<file path="src/rtl/pipelined_adder.sv">
// Pipelined ripple adder: {C_out,S_out} = A_in + B_in + C_in, one WIDTH/STAGES-bit
// slice per stage, with a valid/ready handshake on both sides. WIDTH must be an
// integer multiple of STAGES.
// Optional feature: define PIPELINED_ADDER_OVERFLOW_EN to add the V_out
// signed-overflow flag, which travels with S_out.
module pipelined_adder #(
  parameter int WIDTH  = 32,
  parameter int STAGES = 4
) (
  input  logic             clk_in,
  input  logic             rst_in,
  input  logic [WIDTH-1:0] A_in,
  input  logic [WIDTH-1:0] B_in,
  input  logic             C_in,
  input  logic             valid_in,
  output logic             ready_out,
  output logic [WIDTH-1:0] S_out,
  output logic             C_out,
  output logic             valid_out,
`ifdef PIPELINED_ADDER_OVERFLOW_EN
  output logic             V_out,
`endif
  input  logic             ready_in
);

  localparam int SW = WIDTH / STAGES;

  // One pipeline slot. Operands still to be added (upper slices) and the sum
  // slices already done (lower slices) both move along with the carry.
  typedef struct packed {
    logic             v;
    logic             c;
    logic [WIDTH-1:0] a;
    logic [WIDTH-1:0] b;
    logic [WIDTH-1:0] s;
  } stage_t;

  stage_t st_q [STAGES];
  stage_t st_d [STAGES];
  logic   advance;

  // The whole pipeline moves together. It freezes only when the output
  // holds a result that the consumer has not taken yet.
  assign advance   = !st_q[STAGES-1].v || ready_in;
  assign ready_out = advance;

  // Per-stage slice add. Stage k reads the previous slot, or the ports when k is 0.
  always_comb begin
    logic [WIDTH-1:0] pa, pb, ps;
    logic             pc, pv, cout;
    logic [SW-1:0]    sl;
    int               prev;
    for (int k = 0; k < STAGES; k++) begin
      prev = (k > 0) ? k - 1 : 0;
      if (k == 0) begin
        pa = A_in;
        pb = B_in;
        ps = '0;
        pc = C_in;
        pv = valid_in;
      end else begin
        pa = st_q[prev].a;
        pb = st_q[prev].b;
        ps = st_q[prev].s;
        pc = st_q[prev].c;
        pv = st_q[prev].v;
      end
      {cout, sl} = {1'b0, pa[k*SW +: SW]} + {1'b0, pb[k*SW +: SW]} + (SW+1)'(pc);
      st_d[k].v = pv;
      st_d[k].c = cout;
      st_d[k].a = pa;
      st_d[k].b = pb;
      st_d[k].s = ps;
      st_d[k].s[k*SW +: SW] = sl;
    end
  end

  // Stage registers. They are cleared on reset so that in-flight work is dropped.
  // NOTE: every stage register is reset, data included. This makes outputs read 0
  // while reset is held, not only the valid bits.
  always_ff @(posedge clk_in or posedge rst_in) begin
    if (rst_in) begin
      for (int k = 0; k < STAGES; k++) st_q[k] <= '0;
    end else if (advance) begin
      // NOTE: use non-blocking assignment so each stage samples the previous
      // stage's value from before this edge, not the updated one.
      for (int k = 0; k < STAGES; k++) st_q[k] <= st_d[k];
    end
  end

  assign S_out     = st_q[STAGES-1].s;
  assign C_out     = st_q[STAGES-1].c;
  assign valid_out = st_q[STAGES-1].v;

`ifdef PIPELINED_ADDER_OVERFLOW_EN
  logic ovf_d, ovf_q;

  // Overflow is the carry into the MSB XOR the carry out of the MSB. It is
  // formed in the last stage, and the carry into the MSB is recovered from
  // the MSB sum bit.
  always_comb begin
    logic [WIDTH-1:0] pa, pb;
    int               last;
    last  = (STAGES > 1) ? STAGES - 2 : 0;
    pa    = (STAGES > 1) ? st_q[last].a : A_in;
    pb    = (STAGES > 1) ? st_q[last].b : B_in;
    ovf_d = pa[WIDTH-1] ^ pb[WIDTH-1] ^ st_d[STAGES-1].s[WIDTH-1] ^ st_d[STAGES-1].c;
  end

  // The flag register advances in step with the last stage.
  always_ff @(posedge clk_in or posedge rst_in) begin
    if (rst_in)       ovf_q <= 1'b0;
    else if (advance) ovf_q <= ovf_d;
  end

  assign V_out = ovf_q;
`endif

endmodule

</file>
<file path="config.mk">
export PLATFORM = sky130hd
export DESIGN_NAME = pipelined_adder
export DESIGN_NICKNAME = d
export VERILOG_FILES = /design/src/rtl/pipelined_adder.sv
export SDC_FILE = /design/constraint.sdc
export NUM_CORES = 1
export LEC_CHECK = 0
export ABC_AREA = 1
export CORE_MARGIN = 5
export CORE_UTILIZATION = 60
export DETAILED_ROUTE_END_ITERATION = 16
export PLACE_DENSITY = 0.85
export RECOVER_POWER = 100
export SLEW_MARGIN = 20
export SYNTH_ARGS = -nofsm -noshare
export SYNTH_HDL_FRONTEND = slang
export SYNTH_SLANG_ARGS = --single-unit
</file>
<file path="constraint.sdc">
create_clock -name clk_in -period 10.65 [get_ports clk_in]
set_input_delay 1.5975 -clock clk_in [delete_from_list [all_inputs] [get_ports clk_in]]
set_output_delay 1.5975 -clock clk_in [all_outputs]
set_load 0.01 [all_outputs]
</file>
* Word level (Yosys, flattened, before mapping) *
Index checks and enable logic that the tools add are counted.

word-level totals
  bits in registers = 280
  input bits = 69
  logic and storage cells = 28

cells by class
  reduce and logical (&&, ||, !) cells = 2
  add/sub/neg operators = 8

operators with widths
  kind                                    number
  8-bit by 8-bit adder with 9-bit output  4
  9-bit by 1-bit adder with 9-bit output  4
  1-bit logical NOT                       1
  1-bit logical OR                        1

* Depth between registers and ports, before layout *
  depth after elaboration = 2
  gate-level depth with buffers = 11
  gate-level depth less buffers = 11

* Least setup slack after synthesis *
OpenSTA, ideal clock, no wires.

  kind = in2out
  start point = input ready_in
  end point = output ready_out
  setup slack = 6.971 ns
  required time = 9.053 ns
  stages = 4
  buffers on the path = 2
  data arrival time = 2.081 ns
  path through = nor2_4 > inv_2 > buf_4 > buf_2

between the ends
  cells in the longest elaborated chain, start to end = 1

ends and longest elaborated chain
  what              RTL line  text
  from (decl)       23        input logic ready_in
  1-bit logical OR  44        assign advance = !st_q[STAGES-1].v || ready_in;
  to (decl)         16        output logic ready_out,

Every way passes these cells.

* Worst setup path after layout *
  start point = input ready_in
  end point = register, netlist name st_d[12]

between the ends
  cells in the longest elaborated chain, start to end = 1

ends and longest elaborated chain
  what              RTL line
  1-bit logical OR  44

Every way passes these cells.
A chain may end at the register's enable or synchronous reset.

==> reports/metrics.csv <==
metric;value;unit
core-area;13900;um2
die_area;16600;um2
vdd.ir_drop.worst;0.000186;V
place_inst;1216;
grt_antenna_before_repair;0;
numClockSinks;184;
rows;43;
worst_skew_pair.late_latency;0.43;ns
slew_headroom;-204;%
share_of_the_cycle_needed_by_the_critical_path_after_routing;58.1;%
r2r_setup_slack;5.71;ns
setup.worst_path.end_class;flip-flop;
area_growth_syn_to_layout;17.5;%
fin_skew;0.00601;ns
grt_setup_unrepaired;false;
grt_start_max_net_pins;106;
final_cells;1248;
maxCapViolations;3;
die-width;129;um
detail_route.wl_per_cell;13.6;um
syn-num-nets;1106;
remaining_drc_errors;0;
ys_types;25;
hold_violations;0;
number_of_buffers_inserted_during_clock_tree_synthesis;17;
report.final.setup_viol;0;
die_height;129;um
max_clock_freq;162;MHz
vias_in_the_first_global_route;6090;
cts.hold.buffers_added;0;
first_pass_grt_wire_length;28.6;mm
clockBufferDepth;2;
synth.cell_area;8470;um2
cts.repair.resized;0;
final_layout_size_suffix_gt1_share;3.93;%
cp.arrival;6.33;ns
worstPathRequired;10.79;ns
synthesis.instances;1001;
p_per_area;294;nW/um2
finalWorstPathRequiredPeriod;6.19;ns
port-buffer-count;103;
yosys_register_bits;184;
cts_setup_buffers;0;
detailed_place_hpwl;11.0;mm
worst_slew_pin_slew;4.54;ns
status;finished, violations left;
gp_routability_congestion;0.826;
drt_pass1_iterations;5;
sequential_element_share_of_the_synthesized_area;54.3;%
final_max_slew_viol_count;305;
synth_area_per_cell;8.47;um2
maximum_fanout_count_along_the_critical_path;94;
violated_checks;max-capacitance violations, max-slew violations;
setup-tns-final;0;ns
cts-root-buf;clkbuf_16;
total_leakage_power;0.00519;uW
number_of_nets_in_the_finished_design;1160;
final_core_util;71.7;%
vias_per_cell;5.11;
worst_setup_path_start_kind;input pin;
tritoncts_clock_tree;built;
timing.hold.worst.class;flip-flop to flip-flop;
routed_wl;17.0;mm
drtAntennaViolNets;0;
h_tree_depth;4;
number_of_design_rule_violations_left_by_the_first_detailed_router_iteration;523;
global_route.usage.total;21.6;%
globalRouteOverflowTotal;0;
synth.yosys.warnings;0;
vias;6382;
criticalPathCategory;input pin to flip-flop;
floorplan.initialDensity;61.1;%
pin_count;104;
insertedDiodeCount;0;
clkSlewWorstSetupHoldPaths;0.06;ns
cells by family (layout without fill, tap and decap cells):
logic type,Yosys count,after routing,synth area share [%]
AND/OR/NAND/NOR,523,523,24.4
flip-flops,184,184,54.3
buffers and inverters,154,221,8.89
AO/OA/AOI/OAI,104,104,6.33
adder cells (fa/ha/maj),36,36,6.02
power by group:
part | switching, uW | total (uW) | internal (uW)
Clock | 260 | 681 | 421
Sequential | 163 | 1170 | 1000
Combinational | 633 | 1080 | 448
cells in the mapped netlist:
| master | number | area (um2) |
|---|---|---|
| dfrtp_1 | 184 | 4600 |
| nand3_1 | 35 | 175 |
| a21oi_1 | 17 | 85.1 |
| o21ai_0 | 75 | 375 |
| clkbuf_1 | 7 | 26.3 |
| buf_4 | 35 | 263 |
| or2_1 | 1 | 6.26 |
| buf_6 | 1 | 11.3 |
| nor2_1 | 22 | 82.6 |
| inv_2 | 1 | 3.75 |
| o22ai_1 | 8 | 50.1 |
| o21ai_1 | 1 | 5.00 |
| a31oi_1 | 1 | 6.26 |
| a211oi_1 | 2 | 15.0 |
| or2_2 | 5 | 31.3 |
| nand2_1 | 448 | 1680 |
| and2_1 | 1 | 6.26 |
| and2_4 | 1 | 8.76 |
| inv_1 | 81 | 304 |
| buf_2 | 29 | 145 |
| or2_0 | 1 | 6.26 |
| ha_1 | 28 | 350 |
| nor2_4 | 1 | 11.3 |
| nand3b_1 | 8 | 60.1 |
| fa_1 | 8 | 160 |
cell usage in the layout, fill, tap and decap left out, drive strengths merged, types with 5 or more instances in the layout:
cell type,count
nand2,448
dfrtp,184
inv,82
o21ai,76
clkdlybuf4s50,66
dlygate4sd3,37
nand3,35
ha,28
nor2,23
clkbuf,21
a21oi,17
nand3b,8
o22ai,8
fa,8
or2,7
clkinv,6
bufinv,5
area by class of cell:
cell class                 instances  area (um2)
clock inverter                    13         200
clock buffer                      19         443
fill                            1043        3930
timing repair buffer             107        1050
inverter                          82         312
tap                              180         225
multi-input combinational        663        3120
sequential                       184        4600
registers in the layout, indices dropped and copies added (netlist names):
register,cells
valid_out,1
st_q,3
st_d,147
S_out,32
C_out,1
critical path: stages:
cell           delay, ns
dlygate4sd3_1       0.57
nor2_4              0.04
buf_4               0.35
inv_4               0.71
clkbuf_1            2.65
o21ai_0             0.33
through the flow:
stage          setup slack, ns  hold WS [ns]  power, uW  instance area (um2)
3_5_place_dp              5.12         0.451       2250                 9330
2_1_floorplan             4.05         0.440       1980                 8470
5_1_grt                   3.80         0.493       3170                 9950
3_3_place_gp              5.12         0.449       2190                 9330
4_1_cts                   5.14         0.467       2960                 9970
6_report                  4.46         0.465       2930                 9950
layer usage:
metal,global-route usage [%],routed length [um],vias to the layer above
met3,4.28,685,25
met4,7.41,271,0
met2,35.7,8490,117
met1,28.9,7520,3052
li1,-,-,3188
met5,0,0,-
worst paths after layout:
check	startpoint	to	depth (start not counted)
min	st_d[249]$_DFFE_PP0P_	st_d[151]$_DFFE_PP0P_	2
max in group asynchronous	rst_in	st_d[60]$_DFFE_PP0P_	3
min in group asynchronous	rst_in	st_d[20]$_DFFE_PP0P_	2
max reg2reg	valid_out$_DFFE_PP0P_	st_d[12]$_DFFE_PP0P_	6
min reg2reg	st_d[249]$_DFFE_PP0P_	st_d[151]$_DFFE_PP0P_	2
max	ready_in	st_d[12]$_DFFE_PP0P_	6
Note: power is estimated with default switching activity, not from simulation.
